File: src/rtl/rsa_modexp.sv
// rsa_modexp: base^exponent mod modulus by left-to-right square-and-multiply
// over a bit-serial interleaved (Blakley) modular multiplier.
module rsa_modexp #(
   parameter int W = 8
) (
   input  logic         clk,
   input  logic         reset,
   input  logic         start,
   input  logic [W-1:0] base,
   input  logic [W-1:0] exponent,
   input  logic [W-1:0] modulus,
   output logic         busy,
   output logic         done,
   output logic [W-1:0] result,
   output logic         error
);

   localparam int CW = (W > 1) ? $clog2(W) : 1;
   localparam logic [CW-1:0] TOP = CW'(W - 1);

   typedef enum logic [2:0] {IDLE, REDUCE, SQUARE, MULT, DONE} state_t;

   state_t         state, nxt;
   logic [W-1:0]   b_q, e_q, n_q, acc_q;
   logic [CW-1:0]  idx_q, cnt_q;
   logic [W+1:0]   r_q;
   logic [W-1:0]   x_op, y_op;
   logic [W+1:0]   t0, t1, p;
   logic [W+1:0]   n_ext;
   logic           last;

   assign last  = (cnt_q == '0);
   assign n_ext = {2'b00, n_q};

   // Operand select; the reduction streams base as the serial operand
   // against x=1, so each step adds at most one and r stays below n.
   always_comb begin
      x_op = '0;
      y_op = '0;
      case (state)
         REDUCE: begin
            x_op = W'(1);
            y_op = b_q;
         end
         SQUARE: begin
            x_op = acc_q;
            y_op = acc_q;
         end
         MULT: begin
            x_op = acc_q;
            y_op = b_q;
         end
         default: ;
      endcase
   end

   // One interleaved step: double, conditionally add, reduce twice.
   always_comb begin
      t0 = {r_q[W:0], 1'b0} + (y_op[cnt_q] ? {2'b00, x_op} : '0);
      t1 = (t0 >= n_ext) ? t0 - n_ext : t0;
      p  = (t1 >= n_ext) ? t1 - n_ext : t1;
   end

   // State register.
   always_ff @(posedge clk) begin
      if (reset) state <= IDLE;
      else       state <= nxt;
   end

   // Next-state and status outputs.
   always_comb begin
      nxt  = state;
      busy = 1'b0;
      done = 1'b0;
      case (state)
         IDLE: begin
            if (start) nxt = (modulus == '0) ? DONE : REDUCE;
         end
         REDUCE: begin
            busy = 1'b1;
            if (last) nxt = SQUARE;
         end
         SQUARE: begin
            busy = 1'b1;
            if (last) begin
               if (e_q[idx_q])        nxt = MULT;
               else if (idx_q == '0)  nxt = DONE;
            end
         end
         MULT: begin
            busy = 1'b1;
            if (last) nxt = (idx_q == '0) ? DONE : SQUARE;
         end
         DONE: begin
            done = 1'b1;
            nxt  = IDLE;
         end
         default: nxt = IDLE;
      endcase
   end

   // Operand capture, multiply pass sequencing and result update.
   always_ff @(posedge clk) begin
      if (reset) begin
         b_q    <= '0;
         e_q    <= '0;
         n_q    <= '0;
         acc_q  <= '0;
         idx_q  <= '0;
         cnt_q  <= '0;
         r_q    <= '0;
         result <= '0;
         error  <= 1'b0;
      end else begin
         case (state)
            IDLE: begin
               if (start) begin
                  b_q   <= base;
                  e_q   <= exponent;
                  n_q   <= modulus;
                  r_q   <= '0;
                  cnt_q <= TOP;
                  idx_q <= TOP;
                  if (modulus == '0) begin
                     result <= '0;
                     error  <= 1'b1;
                  end else begin
                     error <= 1'b0;
                     acc_q <= (modulus == W'(1)) ? '0 : W'(1);
                  end
               end
            end
            REDUCE, SQUARE, MULT: begin
               if (last) begin
                  r_q   <= '0;
                  cnt_q <= TOP;
                  if (state == REDUCE) b_q   <= p[W-1:0];
                  else                 acc_q <= p[W-1:0];
                  if (nxt == DONE) result <= p[W-1:0];
                  if (state != REDUCE && nxt == SQUARE)
                     idx_q <= idx_q - CW'(1);
               end else begin
                  r_q   <= p;
                  cnt_q <= cnt_q - CW'(1);
               end
            end
            default: ;
         endcase
      end
   end

endmodule

File: config.mk
export PLATFORM = sky130hd
export DESIGN_NAME = rsa_modexp
export DESIGN_NICKNAME = d
export VERILOG_FILES = /design/src/rtl/rsa_modexp.sv
export SDC_FILE = /design/constraint.sdc
export NUM_CORES = 1
export LEC_CHECK = 0
export CAP_MARGIN = 40
export CELL_PAD_IN_SITES_DETAIL_PLACEMENT = 1
export CELL_PAD_IN_SITES_GLOBAL_PLACEMENT = 1
export CORE_MARGIN = 3
export CORE_UTILIZATION = 44
export CTS_CLUSTER_SIZE = 8
export DETAILED_ROUTE_END_ITERATION = 8
export HOLD_SLACK_MARGIN = 0.08
export PLACE_DENSITY = 0.93
export SKIP_LAST_GASP = 1
export SYNTH_ARGS = -nofsm -noshare
export SYNTH_HDL_FRONTEND = slang
export SYNTH_SLANG_ARGS = --single-unit
File: constraint.sdc
create_clock -name clk -period 9.4 [get_ports clk]
set_input_delay 0.94 -clock clk [delete_from_list [all_inputs] [get_ports clk]]
set_output_delay 0.94 -clock clk [all_outputs]
set_load 0.02 [all_outputs]
After elaboration in Yosys (flattened, before gate mapping)

Index checks and enable logic that the tools add are counted.

Output and inout port bits: 11
Bits in registers: 59
Bits in latches: 0
Memory bits (writable): 0
ROM bits: 0
Memories kept: 0
Input bits: 27

Add/sub/neg operators: 5
Bitwise logic cells: 0
Divide/modulo/power cells: 0
Magnitude comparators: 4
$mul: 0
Shift operators: 0
Muxes and demuxes: 45
Reduce and logical (&&, ||, !) cells: 15
Equality and inequality tests: 16

Operator list:

| operator           | count |
|---|---|
| $mux 8             | 12 |
| $pmux 8 s2         | 5 |
| $mux 3             | 12 |
| $mux 9             | 3 |
| $ge 10x8->1        | 2 |
| $pmux 9 s2         | 1 |
| $pmux 3 s2         | 2 |
| $pmux 3 s4         | 1 |
| $add 10x8->10      | 1 |
| $mux 10            | 1 |
| $reduce_and 5->1   | 2 |
| $sub 10x8->10      | 1 |
| $eq 3x2->1 const B | 3 |
| $logic_not 3->1    | 3 |
| $sub 9x8->9        | 1 |
| $eq 8x1->1 const B | 1 |
| $logic_not 8->1    | 1 |
| $lt 3x4->1 const B | 2 |
| $ne 2x1->1 const B | 4 |
| $ne 2x2->1 const B | 4 |
| $reduce_and 4->1   | 2 |
| $bmux 1 s3         | 2 |
| $eq 3x3->1 const B | 2 |
| $mux 1             | 6 |
| other kinds (8)    | 11 |

Depth between registers and ports, before layout

Gate-level depths: netlist of run 1.

Word-level depth: 14
Mapped depth: 34
Gate-level depth less buffers: 31

Least setup slack after synthesis of run 1

No wires, ideal clock.

Path type: register to register
Start point: register state[1]
End point: register result[2]
Stages on the path, launching flop included: 33
Setup slack: 2.648 ns
Library setup time: 0.117 ns
Arrival time: 6.635 ns
Data required time: 9.283 ns
Path through: dfxtp_1 > clkbuf_1 > clkbuf_1 > nand2_1 > o211ai_1 > a31oi_1 > a21oi_1 > nor2b_1 > and2_1 > ha_1 > inv_1 > fa_1 > nor2b_1 > o31a_1 > o21a_1 > nor2_1 > xnor2_1 > ha_1 > nand2_1 > o21ai_0 > nor2_1 > nand3_1 > mux2_2 > ha_1 > and2_1 > o21ai_1 > nand2_1 > o41a_1 > or3_1 > or3_1 > buf_6 > mux2_4 > a22o_1

Cells in the longest elaborated chain, start to end: 14

Ends and longest elaborated chain:

| element                                      | RTL line    | source |
|---|---|---|
| start, declared                              | 23          | `state_t state, nxt;` |
| start signal, assigned                       | 67          | `else state <= nxt;` |
| $eq 3x1->1 or $eq 3x2->1 (tied branches)     | 40, 75, 115 |  |
| $reduce_or 2->1 (no source line)             | -           |  |
| $pmux 8 s2                                   | 40          | `case (state)` |
| $bmux 1 s3                                   | 59          | `t0 = {r_q[W:0], 1'b0} + (y_op[cnt_q] ? {2'b00, x_op} : '0);` |
| $mux 1 (not written as such)                 | 59          |  |
| $mux 8                                       | 59          |  |
| $add 10x8->10                                | 59          |  |
| $sub 10x8->10 or $ge 10x8->1 (tied branches) | 60          | `t1 = (t0 >= n_ext) ? t0 - n_ext : t0;` |
| $mux 10                                      | 60          |  |
| $sub 9x8->9 or $ge 10x8->1 (tied branches)   | 61          | `p = (t1 >= n_ext) ? t1 - n_ext : t1;` |
| $mux 9                                       | 61          |  |
| $mux 8                                       | 139         | `if (nxt == DONE) result <= p[W-1:0];` |
| $mux 8                                       | 134         | `if (last) begin` |
| $pmux 8 s2                                   | 115         | `case (state)` |
| end signal, assigned                         | 139         |  |
| end, declared                                | 14          | `output logic [W-1:0] result,` |

Parallel ways exist; a longest one is shown, timed or not. The select of a mux whose other input is x is not followed.
A chain may end at the register's enable or synchronous reset.

Final worst setup path of run 1

Start point: register state[0]
End point: register result[0]

Same word-level chain as after synthesis.

==> summary.md, run 1 <==
| Metric | Value |
|---|---|
| Worst-Margin Slew | `895 ps` |
| Share of layout cells above drive strength 1 | `0.0922` |
| Worst path slowest cell | `dfxtp_1` |
| Synthesized-area fraction occupied by adder cells | `0.100` |
| Sequential Power Share | `0.179` |
| Hold/Removal Path Class | `reg2reg` |
| F_max | `125 MHz` |
| GRT overflow | `0` |
| DRT Pass-1 Iters | `5` |
| Initial antenna violation count | `0` |
| 1st-iter DRT viols | `142` |
| Worst hold start | `e_q[3]$_SDFFE_PP0P_` |
| Post-synthesis compound-gate area fraction | `0.234` |
| Die H | `101 um` |
| Mapped Area | `0.00396 mm^2` |
| Seq/Total Area, Yosys | `0.298` |
| Synthesized Nets | `533` |
| RSZ-0062 raised after global routing | `false` |
| Area growth syn-to-layout | `15.8%` |
| Worst EP arrival | `8320 ps` |
| Post-Synthesis Cells | `476` |
| Post-CTS setup buffer count | `0` |
| Slowest stage delay, CP | `810 ps` |
| Power Internal | `0.000979 W` |
| CTS tree | `done` |
| Yosys warnings | `0` |
| Crit path required time | `9690 ps` |
| Predominant post-synthesis flop cell | `dfxtp_1` |
| GRT Resource Usage Total | `0.248` |
| Distinct cell type count after synthesis | `65` |
| Setup Crit Path Kind | `reg2reg` |
| Initial core utilization | `0.468` |
| Synth Area per Inst | `8.33 um^2` |
| Seq cells post-synth | `59` |
| Fillers | `1017` |
| Longest Clk Path Bufs | `2` |
| Fin nets | `562` |
| Largest family of logic cells by synthesized area | `compound AO/OA/AOI/OAI gates` |
| Slew headroom | `0.398` |
| Vias in the first global route | `4067` |
| Post-layout util | `0.542` |
| Synth area leader | `dfxtp_1` |
| CTS root buf | `clkbuf_8` |
| Final Hold Viols | `0` |
| Core ar. | `0.00846 mm^2` |
| Worst hold margin | `461 ps` |
| Residual DRC | `0` |
| Net switching power | `0.000901 W` |
| Antenna diodes | `0` |
| WL per Instance | `19.7 um` |
| Storage cell area | `0.00118 mm^2` |
| Htree depth | `3` |
| Final Cycle Share | `0.854` |
| Status | `finished clean` |
| # resized after CTS | `0` |
| Slew Viols, Final | `0` |
| Gate power share | `0.693` |
| Total CTS buffers | `9` |
| Sw Ratio | `0.479` |
| Post-Synth XOR/XNOR Area | `0.0331` |
| Launch point of the worst path | `state[0]$_SDFF_PP0_` |
| Leak Pwr | `1.79 nW` |
| Die area | `0.0102 mm^2` |
| Worst setup margin | `1370 ps` |
| Via count | `3791` |
| Cell Pwr Density | `410 mW/mm^2` |
| Most common cell after layout, fill and taps aside | `nand2_1` |
| R2r startpoint | `state[0]$_SDFF_PP0_` |
| Max-cap viol count | `0` |
| Rows | `33` |
| Worst-path fanout max | `23` |
| Post-route ant nets | `0` |
| TritonCTS Sinks | `59` |
| Multi-input gate area | `0.00259 mm^2` |
| Critical Path End Type | `flip-flop` |
| Clk network pwr share | `0.128` |
| DP Cell Count | `599` |
| Clock slew at reported path FFs | `80 ps` |
| EDFF count, synth | `0` |
| Worst Clk Skew | `8.82 ps` |
| First-pass GRT wire length | `19.9 mm` |
| CP Launch Type | `flip-flop` |
| Simple-Gate Fraction of Synth Area | `0.219` |
| Synth area leaders | `dfxtp_1 30%, ha_1 8.5%, nand2_1 6.1%, a21oi_1 4.9%, o21ai_0 2.7%` |
| Cts hold-fix bufs | `0` |
| Post-synth top area share | `0.298` |
| Final wirelength | `12.1 mm` |
| Period minus WS final | `8030 ps` |
| Max VDD drop | `278 uV` |
| FFs w/ async S/R, synth | `0` |
| Setup Total Neg Slack | `0 ps` |
| Clk_lat worst skew | `350 ps` |
| Worst path most repeated cell | `ha_1` |
| Mux cell area share after synthesis | `0.0653` |
| Via density | `6.16` |
| HPWL after DPL | `8.98 mm` |
| Largest net degree at the start of global routing | `46` |
| Final setup violation count | `0` |
| Placement Setup Slack | `1540 ps` |
| Ports | `38` |
| Die W | `101 um` |
| Final Wtd Congestion | `0.909` |
| Port Buf Inserts | `37` |
| Post-Layout Cell Count | `615` |
| Commonest cells after routing, fill and taps aside | `64 x nand2_1, 59 x dfxtp_1, 39 x a21oi_1` |
## flip-flops by register name, indices dropped and copies added (netlist names)
register	count
cnt_q	3
n_q	8
state	3
r_q	9
idx_q	3
e_q	8
result	8
acc_q	8
b_q	8
error	1
## worst max-delay path, delay by kind of cell, from the launching register on
kind                       cells  cell delay (ps)
DFF                            1              810
and+or+nand+nor               10             2330
adders and majority gates      5             1400
muxes                          2              910
buffers and inverters          1               70
AOI/OAI and AO/OA             11             2220
xor gates and xnor gates       1              210
## final cells by class
cell class | instances | share of cell area
sequential | 59 | 0.257
inverter | 25 | 0.0205
clock buffer | 9 | 0.0270
clock inverter | 7 | 0.0166
tap | 105 | 0.0286
multi-input combinational | 370 | 0.564
timing repair buffer | 40 | 0.0856
## per-layer routing
layer	track usage	up-vias	share of wire
met1	0.299	1869	0.43
met5	0	-	0
met2	0.420	103	0.49
met4	0.118	0	0.033
met3	0.0533	40	0.042
li1	-	1779	-
## worst paths after layout
path	end	slack [ps]	depth (start not counted)
worst max-delay path	result[0]$_SDFFE_PP0P_	1370	30
worst min-delay path	e_q[3]$_SDFFE_PP0P_	460	2
worst max register to register	result[0]$_SDFFE_PP0P_	1370	30
worst min register to register	e_q[3]$_SDFFE_PP0P_	460	2
## per-stage QoR
step / total power, W / instance area, um^2
floorplan: 0.00133 / 3960
global placement: 0.00156 / 4390
detailed placement: 0.00162 / 4390
CTS: 0.00188 / 4590
global route: 0.00202 / 4590
finish: 0.00188 / 4590
## power by group through the flow
stage | combinational (W) | clock, W | sequential [W]
after global placement | 0.00122 | 0 | 0.000334
final | 0.00130 | 0.000241 | 0.000336
after detailed placement | 0.00128 | 0 | 0.000338
after floorplan | 0.00101 | 0 | 0.000320
after CTS | 0.00130 | 0.000245 | 0.000334
after global routing | 0.00142 | 0.000256 | 0.000342
## cells in the mapped netlist, drive strengths merged, types with 7 or more instances
cell type	number
a21oi	40
nor2	27
or3	8
ha	27
nor3	12
nor4b	8
mux2	10
nand2	64
clkbuf	17
nand2b	7
xnor2	9
a31oi	9
a22o	11
nor2b	7
dfxtp	59
mux2i	9
o21ai	24
o21a	9
and2	11
inv	25
## cell families (layout without fill, tap and decap cells)
| kind of cell | count (synthesis) | in the layout |
|---|---|---|
| adders and majority gates | 30 | 30 |
| and+or+nand+nor | 168 | 168 |
| xor gates and xnor gates | 15 | 15 |
| buffers and inverters | 47 | 81 |
| AOI/OAI and AO/OA | 136 | 136 |
| DFF | 59 | 59 |
| muxes | 21 | 21 |
(Power assumes the default switching activity.)
==> run 2, diff against run 1 <==
==> constraint.sdc (replaced) <==
create_clock -name clk -period 7.44 [get_ports clk]
set_input_delay 0.744 -clock clk [delete_from_list [all_inputs] [get_ports clk]]
set_output_delay 0.744 -clock clk [all_outputs]
set_load 0.02 [all_outputs]
==> run 2 against run 1 <==
Compared with the run above:
- worst setup slack worse by 1300 ps
- sequential power increased by 26%
- clock-buffer cell count stayed put
- maximum frequency is 9.1% higher
- critical path type unchanged
==> summary.md, run 2 (synthesis gave the netlist of run 1 again) <==
| Metric | Value |
|---|---|
| Ports | `38 (unchanged)` |
| Largest Register | `r_q` |
| CP Launch Type | `flip-flop` |
| Worst EP arrival | `7610 ps (-710 ps)` |
| Setup Crit Path Kind | `reg2reg` |
| Final Cycle Share | `0.990 (+0.135)` |
| Clock slew at reported path FFs | `80 ps (about the same)` |
| CTS tree | `done` |
| Critical Path End Type | `flip-flop` |
| Initial core utilization | `0.468 (unchanged)` |
| Final Hold Viols | `0 (unchanged)` |
| Status | `finished clean` |
| Total CTS buffers | `9 (unchanged)` |
| TritonCTS Sinks | `59 (unchanged)` |
| Slew headroom | `0.329 (-0.0691)` |
| Slew Viols, Final | `0 (unchanged)` |
| Longest Clk Path Bufs | `2 (unchanged)` |
| Crit path required time | `7690 ps (-2000 ps)` |
| Period minus WS final | `7360 ps (-670 ps)` |
| Area growth syn-to-layout | `20.5%` |
| Via density | `6.17 (about the same)` |
| Initial antenna violation count | `0 (unchanged)` |
| Storage cell area | `0.00119 mm^2 (+0.53%)` |
| Hold/Removal Path Class | `reg2reg` |
| 1st-iter DRT viols | `252 (+77%)` |
| Rows | `33 (unchanged)` |
| Post-route ant nets | `0 (unchanged)` |
| Final wirelength | `13.2 mm (+9.3%)` |
| Largest register FFs | `9 (unchanged)` |
| WL per Instance | `21.0 um (+6.9%)` |
| F_max | `136 MHz (+9.1%)` |
| Leak Pwr | `1.86 nW (+3.7%)` |
| Post-layout util | `0.564 (+0.0222)` |
| Via count | `3878 (+2.3%)` |
| Die H | `101 um (unchanged)` |
| CTS root buf | `clkbuf_8` |
| Worst path slowest cell | `or3_1` |
| GRT overflow | `0 (unchanged)` |
| Final setup violation count | `0 (unchanged)` |
| HPWL after DPL | `9.03 mm (+0.55%)` |
| Clk_lat worst skew | `360 ps (about the same)` |
| Vias in the first global route | `4084 (+0.42%)` |
| Die area | `0.0102 mm^2 (unchanged)` |
| Fillers | `998 (-1.9%)` |
| DRT Pass-1 Iters | `5 (unchanged)` |
| Commonest cells after routing, fill and taps aside | `64 x nand2_1, 56 x dfxtp_1, 38 x a21oi_1` |
| Largest net degree at the start of global routing | `46 (unchanged)` |
| Antenna diodes | `0 (unchanged)` |
| Multi-input gate area | `0.00267 mm^2 (+3.0%)` |
| Total power | `0.00268 W (+42%)` |
| Cell Pwr Density | `561 mW/mm^2 (+37%)` |
| Die W | `101 um (unchanged)` |
| Worst-path fanout max | `13 (-43%)` |
| Worst path most repeated cell | `ha_1` |
| Core ar. | `0.00846 mm^2 (unchanged)` |
| Share of layout cells above drive strength 1 | `0.153 (+0.0605)` |
| Port Buf Inserts | `37 (unchanged)` |
| Max VDD drop | `413 uV (+49%)` |
| Max-cap viol count | `0 (unchanged)` |
| Dpl cell area | `0.00441 mm^2 (+0.46%)` |
| Worst-Margin Slew | `997 ps (+101 ps)` |
| Residual DRC | `0 (unchanged)` |
| Most common cell after layout, fill and taps aside | `nand2_1` |
| Final Cell Area | `0.00478 mm^2 (+4.1%)` |
| Final Wtd Congestion | `0.877 (-3.5%)` |
| GRT Resource Usage Total | `0.252 (+0.00313)` |
| Slowest stage delay, CP | `440 ps (-370 ps)` |
| Setup Total Neg Slack | `0 ps (unchanged)` |
| Fin nets | `576 (+2.5%)` |
| Htree depth | `3 (unchanged)` |
| First-pass GRT wire length | `20.2 mm (+1.4%)` |
| Worst Clk Skew | `11.0 ps (+2.18 ps)` |
-- run 2: area by class of cell --
type / count / area share
inverter: 25 / 0.0196
tap: 105 / 0.0275
multi-input combinational: 370 / 0.559
sequential: 59 / 0.249
clock buffer: 9 / 0.0259
timing repair buffer: 54 / 0.104
clock inverter: 7 / 0.0160
-- run 2: routing by layer --
layer	GRT usage	routed length, um	share of wire
met5	0	0	0
met4	0.111	592	0.045
met3	0.0484	702	0.053
met2	0.434	6640	0.50
met1	0.302	5300	0.40
-- run 2: what timing repair did --
action	in CTS	in global routing
hold buffers	0	0
buffers inserted	0	11
pin swaps	0	5
resized for setup	4	19
setup endpoints to repair	32	32
-- run 2: final timing paths --
kind	from	end	slack (ps)	cells past startpoint
hold / removal	e_q[2]$_SDFFE_PP0P_	e_q[2]$_SDFFE_PP0P_	460	2
hold reg to reg	e_q[2]$_SDFFE_PP0P_	e_q[2]$_SDFFE_PP0P_	460	2
setup reg to reg	state[0]$_SDFF_PP0_	result[2]$_SDFFE_PP0P_	80	31
setup / recovery	state[0]$_SDFF_PP0_	result[2]$_SDFFE_PP0P_	80	31
-- run 2: report_power, final --
group | switching (W) | internal, W
clock network | 0.000150 | 0.000156
registers | 0.0000512 | 0.000371
logic | 0.00109 | 0.000860
-- run 2: metrics by stage --
| stage | setup WS (ps) | cells | hold slack, ps |
|---|---|---|---|
| 2_1_floorplan | 688 | 476 | 432 |
| 3_3_place_gp | 247 | 601 | 442 |
| 3_5_place_dp | -308 | 602 | 445 |
| 4_1_cts | 16.5 | 618 | 459 |
| 5_1_grt | -245 | 629 | 483 |
| 6_report | 77.8 | 629 | 455 |
-- run 2: critical path, delay by kind of cell, from the launching register on --
kind                     cells  cell delay (ps)
AO/OA/AOI/OAI               10             2110
XOR/XNOR                     1              200
adder cells (fa/ha/maj)      5             1380
buffers and inverters        2              250
flip-flops                   1              400
multiplexers                 2              690
AND/OR/NAND/NOR             11             2180
